## src/rtl/io_command_queue.sv

```systemverilog
// io_command_queue
//   Command queue between a core and an IO device. The core pushes 21-bit
//   entries {ResponseRequested, DestReg[3:0], Data[15:0]} with a REQ/ACK
//   handshake. The head entry is presented to the device combinationally.
//   When the device accepts the head and flags a register writeback in that
//   same cycle, the writeback is registered and returned to the core as a
//   one-cycle pulse.
//
// Ports
//   clk, clk_en, sync_rst          : clock, clock enable, sync active-high reset
//   Core_REQ / Core_ACK            : push handshake (ACK = clk_en && !full)
//   Core_ResponseRequested,
//   Core_DestReg, Core_Data        : entry fields written on push
//   IO_REQ / IO_CommandEn / IO_ACK : head-valid toward device, device ready
//   IO_ResponseRequested,
//   IO_DestRegOut, IO_DataOut      : head entry fields (don't-care when empty)
//   Dev_RegResponseFlag,
//   Dev_DestReg, Dev_Data          : device writeback, sampled on a pop
//   Resp_Valid, Resp_DestReg,
//   Resp_Data                      : registered writeback to the core
//   Occupancy                      : number of stored entries
module io_command_queue #(
    parameter int DEPTH = 4
) (
    input  logic                     clk,
    input  logic                     clk_en,
    input  logic                     sync_rst,
    input  logic                     Core_REQ,
    output logic                     Core_ACK,
    input  logic                     Core_ResponseRequested,
    input  logic [3:0]               Core_DestReg,
    input  logic [15:0]              Core_Data,
    output logic                     IO_REQ,
    input  logic                     IO_ACK,
    output logic                     IO_CommandEn,
    output logic                     IO_ResponseRequested,
    output logic [3:0]               IO_DestRegOut,
    output logic [15:0]              IO_DataOut,
    input  logic                     Dev_RegResponseFlag,
    input  logic [3:0]               Dev_DestReg,
    input  logic [15:0]              Dev_Data,
    output logic                     Resp_Valid,
    output logic [3:0]               Resp_DestReg,
    output logic [15:0]              Resp_Data,
    output logic [$clog2(DEPTH):0]   Occupancy
);

    localparam int PtrW = $clog2(DEPTH);
    localparam int CntW = PtrW + 1;

    logic [20:0]     entryMem [DEPTH];
    logic [PtrW-1:0] rdPtr;
    logic [PtrW-1:0] wrPtr;
    logic [CntW-1:0] count;
    logic            isFull;
    logic            isEmpty;
    logic            push;
    logic            pop;
    logic [20:0]     headEntry;

    // Full/empty come from the counter only; pointers are equal in both cases.
    assign isFull   = (count == CntW'(DEPTH));
    assign isEmpty  = (count == '0);
    assign Core_ACK = clk_en && !isFull;
    assign push     = Core_REQ && Core_ACK;
    assign IO_REQ   = !isEmpty;
    assign IO_CommandEn = IO_REQ;
    assign pop      = IO_REQ && IO_ACK && clk_en;

    assign headEntry            = entryMem[rdPtr];
    assign IO_ResponseRequested = headEntry[20];
    assign IO_DestRegOut        = headEntry[19:16];
    assign IO_DataOut           = headEntry[15:0];
    assign Occupancy            = count;

    // Storage has no reset; a write during the reset cycle is harmless since
    // the pointers and count are cleared, but it is suppressed anyway.
    always_ff @(posedge clk) begin
        if (push && !sync_rst) begin
            entryMem[wrPtr] <= {Core_ResponseRequested, Core_DestReg, Core_Data};
        end
    end

    // DEPTH is a power of two, so pointers wrap modulo DEPTH naturally.
    always_ff @(posedge clk) begin
        if (sync_rst) begin
            rdPtr <= '0;
            wrPtr <= '0;
            count <= '0;
        end else if (clk_en) begin
            if (push) begin
                wrPtr <= wrPtr + PtrW'(1);
            end
            if (pop) begin
                rdPtr <= rdPtr + PtrW'(1);
            end
            case ({push, pop})
                2'b10:   count <= count + CntW'(1);
                2'b01:   count <= count - CntW'(1);
                default: count <= count;
            endcase
        end
    end

    // Writeback is only honoured on the cycle the head is actually taken.
    always_ff @(posedge clk) begin
        if (sync_rst) begin
            Resp_Valid   <= 1'b0;
            Resp_DestReg <= '0;
            Resp_Data    <= '0;
        end else if (clk_en) begin
            Resp_Valid <= pop && Dev_RegResponseFlag;
            if (pop && Dev_RegResponseFlag) begin
                Resp_DestReg <= Dev_DestReg;
                Resp_Data    <= Dev_Data;
            end
        end
    end

endmodule

```

## config.mk

```make
export PLATFORM = sky130hd
export DESIGN_NAME = io_command_queue
export DESIGN_NICKNAME = d
export VERILOG_FILES = /design/src/rtl/io_command_queue.sv
export SDC_FILE = /design/constraint.sdc
export NUM_CORES = 1
export LEC_CHECK = 0
export ABC_AREA = 1
export ABC_CLOCK_PERIOD_IN_PS = 2800
export CAP_MARGIN = 40
export CORE_MARGIN = 5
export CORE_UTILIZATION = 51
export CTS_CLUSTER_DIAMETER = 150
export DETAILED_ROUTE_END_ITERATION = 7
export GPL_ROUTABILITY_DRIVEN = 0
export GPL_TIMING_DRIVEN = 0
export PLACE_DENSITY = 0.9
export SLEW_MARGIN = 20
export SYNTH_ARGS = -nofsm -noshare
export SYNTH_HDL_FRONTEND = slang
export SYNTH_SLANG_ARGS = --single-unit
```

## constraint.sdc

```tcl
create_clock -name clk -period 2.8 [get_ports clk]
set_clock_uncertainty 0.2 [all_clocks]
set_input_delay 0.28 -clock clk [delete_from_list [all_inputs] [get_ports clk]]
set_output_delay 0.28 -clock clk [all_outputs]
set_load 0.005 [all_outputs]
```

==> flow_summary.json, run 1 <==
{
  "overflow": 0,
  "cts.root.buffer_cell": "clkbuf_8",
  "slew_viol_final": 0,
  "critical_path_arrival_ns": 2.20,
  "fp.dieH_um": 106.2,
  "postSynthCellCount": 457,
  "setup_viol": 0,
  "diodes": 0,
  "nets": 627,
  "die_area_um2": 11280,
  "vias": 3593,
  "hold_viol": 0,
  "drc": 0,
  "ant_nets": 0,
  "fmax_mhz": 373.0,
  "maxCapViolCount": 0,
  "hpwl_mm": 7.595,
  "hold_class": "input port to register",
  "viasPerCell": 5.148,
  "ys_types": 25,
  "whs_ns": 0.2206,
  "cpPeakStageDelay_ns": 0.55,
  "final_cell_mix": "94 x clkdlybuf4s50_1, 84 x edfxtp_1, 79 x inv_1",
  "drive_gt1_frac": 0.1124,
  "grt_pass1_vias": 3840,
  "fin_cells": 698,
  "syn2layout_area_growth_pct": 37.61,
  "clock_path_buffers": 2,
  "syn_avg_cell_area_um2": 10.33,
  "num_io_pins": 95,
  "grt_usage": 0.2061,
  "wl_per_cell_um": 15.79,
  "worstSetupPathType": "register to primary output",
  "port_buffers": 94,
  "clk_latency_ns": 0.50,
  "p_per_area_nw_per_um2": 666.8,
  "outcome": "finished clean",
  "crit_chain": "clkbuf_2, inv_1, buf_2, o21ai_0, o22ai_1, clkdlybuf4s50_1",
  "crit_path_end_kind": "primary output",
  "antenna_found_initial": 0,
  "fin_crit_sh": 0.9574,
  "peakVddDrop_uv": 500.6,
  "timing.rr.start": "Occupancy[0]$_SDFFE_PP0P_",
  "synth_seq_cells": 114,
  "dp_cells": 666,
  "first_iter_violations": 150,
  "netlist_area_um2": 4721,
  "r2r_setup_slack_ns": 0.58,
  "firstDrtPassIters": 5,
  "hp-start": "Core_ResponseRequested",
  "cts.sinks": 114,
  "wl_mm": 11.02,
  "grt_max_degree": 17,
  "final_common_cell": "clkdlybuf4s50_1",
  "synth_ff_type": "edfxtp_1",
  "utilization": 0.7098,
  "yosysWarningCount": 0,
  "core_area_um2": 9153,
  "ctsHoldBuffers": 0,
  "cp.required_ns": 2.32,
  "async_reset_ff_frac": 0,
  "critPathLaunchType": "register",
  "worst_pin_slew_ns": 0.7067,
  "maxSlewHeadroom": 0.5284,
  "cts-buffers-inserted": 17,
  "timing.final.crit_period_ns": 2.681,
  "cts_tree": "done",
  "crit_slowest_cell": "clkdlybuf4s50_1",
  "p_leak_nw": 2.561,
  "clk_pin_slew_ns": 0.06,
  "cts_max_level": 4,
  "syn-num-nets": 510,
  "synth_edf_count": 84,
  "initial_utilization": 0.5158,
  "grt_pass1_wl_mm": 18.02,
  "die_x_um": 106.2,
  "yosysSeqAreaShare": 0.6615,
  "cp_max_fo": 10,
  "fp-row-count": 35
}
[flip-flops by register name, indices dropped and copies added, names as in the netlist, named ones only]
register,cells
entryMem,84
wrPtr,2
Resp_Data,16
Resp_DestReg,4
Resp_Valid,1
rdPtr,2
Occupancy,3
[kinds of logic after synthesis]
family	synth area share
buf+inv	0.09223
compound gates	0.08269
fa+ha+maj	0.01749
flops	0.6615
simple gates	0.1460
[timing repair]
item | CTS | global route
gates resized for setup | 3 | 14
pin swaps | 0 | 0
setup buffers | 0 | 0
endpoints found under the setup margin | 2 | 12
[cells in the mapped netlist (all sizes together), types with 5 or more instances]
master	instances	area (um^2)
a21oi	7	38.79
dfxtp	30	600.6
ha	5	62.56
nand4	22	137.6
o21ai	44	220.2
nand3	6	42.54
nand2	59	229.0
clkbuf	13	51.30
nor2	72	280.3
inv	80	300.3
buf	11	75.07
o22ai	21	131.4
edfxtp	84	2522
[layer usage]
metal  routed length, um  vias up  track usage  part of all wire
met3                1119        9      0.08318              0.10
met5                   0        -            0                 0
met4                  88        0      0.06846            0.0080
met2                5645      153       0.3624              0.51
li1                    -     1754            -                 -
met1                4169     1677       0.2258              0.38
[area by class of cell]
type                    instances  area [um^2]
well taps                     111        138.9
multi-input cells             237         1172
inverters                      82        309.0
flip-flops and latches        114         3123
clock buffers                  26        574.3
repair buffers                 98         1001
clock inverters                 6        33.78
plain buffers                  24        143.9
fillers                       636         2656
[through the flow]
| stage | setup slack, ns | TNS (ns) | instance area, um^2 | total power [mW] |
|---|---|---|---|---|
| 2_1_floorplan | 0.5260 | 0 | 4721 | 2.044 |
| 3_3_place_gp | -0.5751 | -45.38 | 5801 | 2.228 |
| 3_5_place_dp | 0.08719 | 0 | 5871 | 2.246 |
| 4_1_cts | 0.005731 | 0 | 6482 | 4.355 |
| 5_1_grt | -0.01850 | -0.01850 | 6496 | 4.472 |
| 6_report | 0.1193 | 0 | 6496 | 4.331 |
[final timing paths]
check,end,depth (start not counted)
setup reg to reg,entryMem[3][7]$_DFFE_PP_,5
hold / removal,entryMem[3][20]$_DFFE_PP_,1
setup / recovery,IO_DataOut[15],6
hold reg to reg,Resp_Valid$_SDFFE_PP0P_,2
[report_power, final]
group	switching, mW	internal, mW	total, mW
registers	0.0149	1.85	1.86
clock network	0.720	1.40	2.11
logic	0.176	0.180	0.356
total	0.910	3.42	4.33
[critical path, delay by kind of cell, from the launching register on]
family | cells | cell delay, ns
flops | 1 | 0.29
compound gates | 2 | 0.32
buf+inv | 4 | 1.10
No activity file was read; power rests on OpenSTA's default activity.
==> inputs of run 2 (changes only) <==
- ABC_CLOCK_PERIOD_IN_PS: 2800 -> 3300
- CORE_UTILIZATION: 51 -> 55
- PLACE_DENSITY: 0.9 -> 0.95
- clock period: 2.8 -> 3.3 ns (I/O delays scaled with it)
==> flow_summary.json, run 2 (synthesis gave the netlist of run 1 again) <==
{
  "grt_pass1_wl_mm": 18.93,
  "cp.required_ns": 2.77,
  "nets": 627,
  "fillers": 502,
  "wl_per_cell_um": 17.06,
  "final_cell_mix": "94 x clkdlybuf4s50_1, 84 x edfxtp_1, 79 x inv_1",
  "critPathLaunchType": "register",
  "maxSlewHeadroom": 0.4893,
  "utilization": 0.7734,
  "viasPerCell": 5.344,
  "firstDrtPassIters": 4,
  "clk_latency_ns": 0.50,
  "dpl-instance-area_um2": 5856,
  "fin_crit_sh": 0.8946,
  "postCtsSetupRepairBufs": 0,
  "hold_viol": 0,
  "regMostFlops": "entryMem",
  "fp.dieH_um": 102.6,
  "core_area_um2": 8299,
  "clk_pin_slew_ns": 0.06,
  "cts_max_level": 4,
  "worst_pin_slew_ns": 0.7652,
  "cts-buffers-inserted": 17,
  "drc": 0,
  "grt_usage": 0.2401,
  "initial_utilization": 0.5688,
  "p_per_area_nw_per_um2": 559.9,
  "peakVddDrop_uv": 334.9,
  "slew_viol_final": 0,
  "critical_path_arrival_ns": 2.42,
  "cts.sinks": 114,
  "grt_pass1_vias": 3940,
  "clock_path_buffers": 2,
  "total_power_mw": 3.594,
  "num_io_pins": 95,
  "rsz0062_at_grt": "false",
  "die_x_um": 102.6,
  "hold_class": "input port to register",
  "fmax_mhz": 338.7,
  "top_regs": "entryMem x84, Resp_Data x16, Resp_DestReg x4",
  "syn2layout_area_growth_pct": 35.97,
  "crit_family": "buffers and inverters",
  "crit_slowest_cell": "clkdlybuf4s50_1",
  "cp_max_fo": 10,
  "outcome": "finished clean",
  "antenna_found_initial": 0,
  "overflow": 0,
  "cts.root.buffer_cell": "clkbuf_8",
  "crit_path_end_kind": "primary output",
  "design_area_um2": 6419,
  "largest_reg_flops": 84,
  "layout_setup_ws_ns": 0.3478,
  "cpPeakStageDelay_ns": 0.54,
  "path_buf_inv": 3,
  "grt_max_degree": 17,
  "hpwl_mm": 7.813,
  "die_area_um2": 10540,
  "cts_tree": "done",
  "cts_resized": 0,
  "drive_gt1_frac": 0.1022,
  "ant_nets": 0,
  "crit_chain": "inv_1, clkbuf_1, o21ai_0, o22ai_1, clkdlybuf4s50_1",
  "diodes": 0,
  "timing.final.crit_period_ns": 2.952,
  "port_buffers": 94,
  "first_iter_violations": 161,
  "ctsHoldBuffers": 0,
  "place_ws_ns": 0.4193,
  "maxCapViolCount": 0,
  "vias": 3698,
  "fp-row-count": 33,
  "p_leak_nw": 2.498,
  "worstSetupPathType": "register to primary output",
  "final_common_cell": "clkdlybuf4s50_1",
  "wl_mm": 11.81,
  "setup_viol": 0
}
run 2: layout make-up:
| cell class | count | area (um^2) | share of cell area |
|---|---|---|---|
| inverter | 82 | 309.0 | 0.04815 |
| clock buffer | 17 | 414.1 | 0.06452 |
| timing repair buffer | 98 | 993.5 | 0.1548 |
| buffer | 24 | 126.4 | 0.01969 |
| sequential | 114 | 3123 | 0.4866 |
| clock inverter | 15 | 148.9 | 0.02320 |
| tap | 105 | 131.4 | 0.02047 |
| multi-input combinational | 237 | 1172 | 0.1827 |
run 2: worst reg2reg max path, delay by kind of cell (launching register included):
family / cells / cell delay [ns]
AO/OA/AOI/OAI: 1 / 0.17
AND/OR/NAND/NOR: 3 / 0.95
buffers and inverters: 1 / 0.25
flip-flops: 1 / 0.42
run 2: final timing paths:
kind / from / to / slack (ns) / cells past startpoint
worst max register to register: Occupancy[0]$_SDFFE_PP0P_ / entryMem[2][7]$_DFFE_PP_ / 1.02 / 5
worst min register to register: Resp_Valid$_SDFFE_PP0P_ / Resp_Valid$_SDFFE_PP0P_ / 0.27 / 2
worst max-delay path: register / IO_DestRegOut[0] / 0.35 / 5
worst min-delay path: Core_Data[0] / entryMem[3][0]$_DFFE_PP_ / 0.25 / 1
run 2: metal layers:
layer	wire length, um	GRT usage	vias to the layer above
li1	-	-	1754
met1	4249	0.2630	1709
met2	6087	0.4270	215
met3	1250	0.07984	20
met4	217	0.09788	0
met5	0	0	-
run 2: per-stage QoR:
step                      instances  setup TNS, ns  hold WS, ns
after floorplan                 457              0       0.1991
final                           692              0       0.2468
after global placement          656         -13.02       0.2572
after CTS                       692              0       0.2250
after detailed placement        660              0       0.2657
after global routing            692              0       0.2311
run 2: power by group:
| group | switching [mW] | internal [mW] | total, mW |
|---|---|---|---|
| clock network | 0.694 | 1.02 | 1.71 |
| registers | 0.0137 | 1.56 | 1.58 |
| logic | 0.152 | 0.151 | 0.303 |
==> inputs of run 3 (changes only) <==
- CORE_UTILIZATION: 55 -> 35
- CTS_CLUSTER_DIAMETER: 150 -> 40
- PLACE_DENSITY: 0.95 -> 0.69
- RECOVER_POWER: unset -> 50
==> flow_summary.json, run 3 (synthesis gave the netlist of run 1 again) <==
{
  "postCtsSetupRepairBufs": 0,
  "fp.dieH_um": 126.1,
  "grt_max_degree": 22,
  "critPathLaunchType": "register",
  "cp.required_ns": 2.77,
  "clk_latency_ns": 0.40,
  "viasPerCell": 4.584,
  "rsz0062_at_grt": "false",
  "nets": 623,
  "cts_resized": 0,
  "grt_pass1_wl_mm": 17.73,
  "p_leak_nw": 2.532,
  "antenna_found_initial": 2,
  "layout_setup_ws_ns": 0.5315,
  "num_io_pins": 95,
  "peakVddDrop_uv": 334.5,
  "core_area_um2": 13240,
  "hold_viol": 0,
  "critical_path_depth": 5,
  "crit_chain": "clkbuf_2, clkbuf_1, o21ai_0, o22ai_1, clkdlybuf4s50_1",
  "grt_pass1_vias": 3579,
  "wl_mm": 11.11,
  "final_common_cell": "edfxtp_1",
  "firstDrtPassIters": 4,
  "initial_utilization": 0.3565,
  "ant_nets": 0,
  "first_iter_violations": 236,
  "rr_worst_depth": 4,
  "grt_usage": 0.1408,
  "cts_tree": "done",
  "cts.root.buffer_cell": "clkbuf_16",
  "drive_gt1_frac": 0.08919,
  "place_ws_ns": 0.5008,
  "port_buffers": 94,
  "worstSetupPathType": "register to primary output",
  "crit_slowest_cell": "clkdlybuf4s50_1",
  "dpl-instance-area_um2": 5912,
  "top_regs": "entryMem x84, Resp_Data x16, Resp_DestReg x4",
  "die_area_um2": 15910,
  "p_per_area_nw_per_um2": 576.2,
  "syn2layout_area_growth_pct": 37.74,
  "hold_class": "register to register",
  "ctsHoldBuffers": 0,
  "overflow": 0,
  "cp_max_fo": 10,
  "largest_reg_flops": 84,
  "maxCapViolCount": 0,
  "path_buf_inv": 3,
  "slew_viol_final": 0,
  "hpwl_mm": 7.361,
  "fp-row-count": 42,
  "timing.final.crit_period_ns": 2.769,
  "outcome": "finished clean",
  "die_x_um": 126.1,
  "critical_path_arrival_ns": 2.24,
  "whs_path_depth": 2,
  "cpPeakStageDelay_ns": 0.54,
  "crit_family": "buffers and inverters",
  "cts-buffers-inserted": 17,
  "vias": 3484,
  "regMostFlops": "entryMem",
  "worst_pin_slew_ns": 0.7397,
  "wl_per_cell_um": 14.62,
  "cts.sinks": 114,
  "setup_viol": 0,
  "final_cell_mix": "84 x edfxtp_1, 79 x inv_1, 66 x nor2_1",
  "clock_path_buffers": 2,
  "drc": 0,
  "crit_path_end_kind": "primary output",
  "clk_pin_slew_ns": 0.06,
  "fin_crit_sh": 0.8389,
  "fillers": 1197,
  "design_area_um2": 6502,
  "cts_max_level": 4,
  "fmax_mhz": 361.2,
  "maxSlewHeadroom": 0.5057
}
## run 3: cell types whose count changed in the layout (fill, tap and decap cells not counted), sizes merged, moves of 3 or more
| cell | delta |
|---|---|
| bufinv | +3 |
| inv | -6 |
| dlygate4sd3 | +35 |
| clkdlybuf4s50 | -35 |
| buf | -6 |
## run 3: cell type report
class / count / area, um^2 / share of cell area
antenna: 1 / 2.502 / 0.0003848
buffer: 24 / 111.4 / 0.01713
clock buffer: 17 / 425.4 / 0.06542
clock inverter: 15 / 190.2 / 0.02925
inverter: 82 / 309.0 / 0.04753
multi-input combinational: 237 / 1180 / 0.1815
sequential: 114 / 3123 / 0.4803
tap: 176 / 220.2 / 0.03387
timing repair buffer: 94 / 940.9 / 0.1447
## run 3: through the flow
step / hold slack (ns) / total power [mW] / TNS [ns] / std cells / util
after global placement: 0.2584 / 1.897 / -23.06 / 727 / 0.4442
after detailed placement: 0.2617 / 1.908 / 0 / 727 / 0.4464
after CTS: 0.2728 / 3.791 / 0 / 759 / 0.4929
after global routing: 0.3186 / 3.882 / 0 / 760 / 0.4910
after floorplan: 0.1991 / 1.734 / 0 / 457 / -
final: 0.2736 / 3.747 / 0 / 760 / 0.4910
## run 3: worst min-delay path: stages, from the launching register on
cell and delay, ns:
dfxtp_1 0.31, nand2_1 0.06, a21oi_1 0.06
## run 3: worst paths after layout
check / slack (ns) / end / start
worst max-delay path: 0.53 / IO_DataOut[1] / register
worst min-delay path: 0.27 / Resp_Valid$_SDFFE_PP0P_ / Resp_Valid$_SDFFE_PP0P_
worst max register to register: 1.05 / entryMem[3][0]$_DFFE_PP_ / Occupancy[1]$_SDFFE_PP0P_
worst min register to register: 0.27 / Resp_Valid$_SDFFE_PP0P_ / Resp_Valid$_SDFFE_PP0P_
## run 3: metal layers
| layer | up-vias | wire, um | global-route usage |
|---|---|---|---|
| met5 | - | 7 | 0 |
| met4 | 2 | 87 | 0.03912 |
| met3 | 10 | 865 | 0.06139 |
| met2 | 109 | 5282 | 0.2285 |
| met1 | 1618 | 4869 | 0.1717 |
| li1 | 1745 | - | - |
## run 3: power by group
group / switching, mW / internal (mW) / total, mW
combinational: 0.148 / 0.141 / 0.289
sequential: 0.0119 / 1.57 / 1.58
clock: 0.624 / 1.26 / 1.88
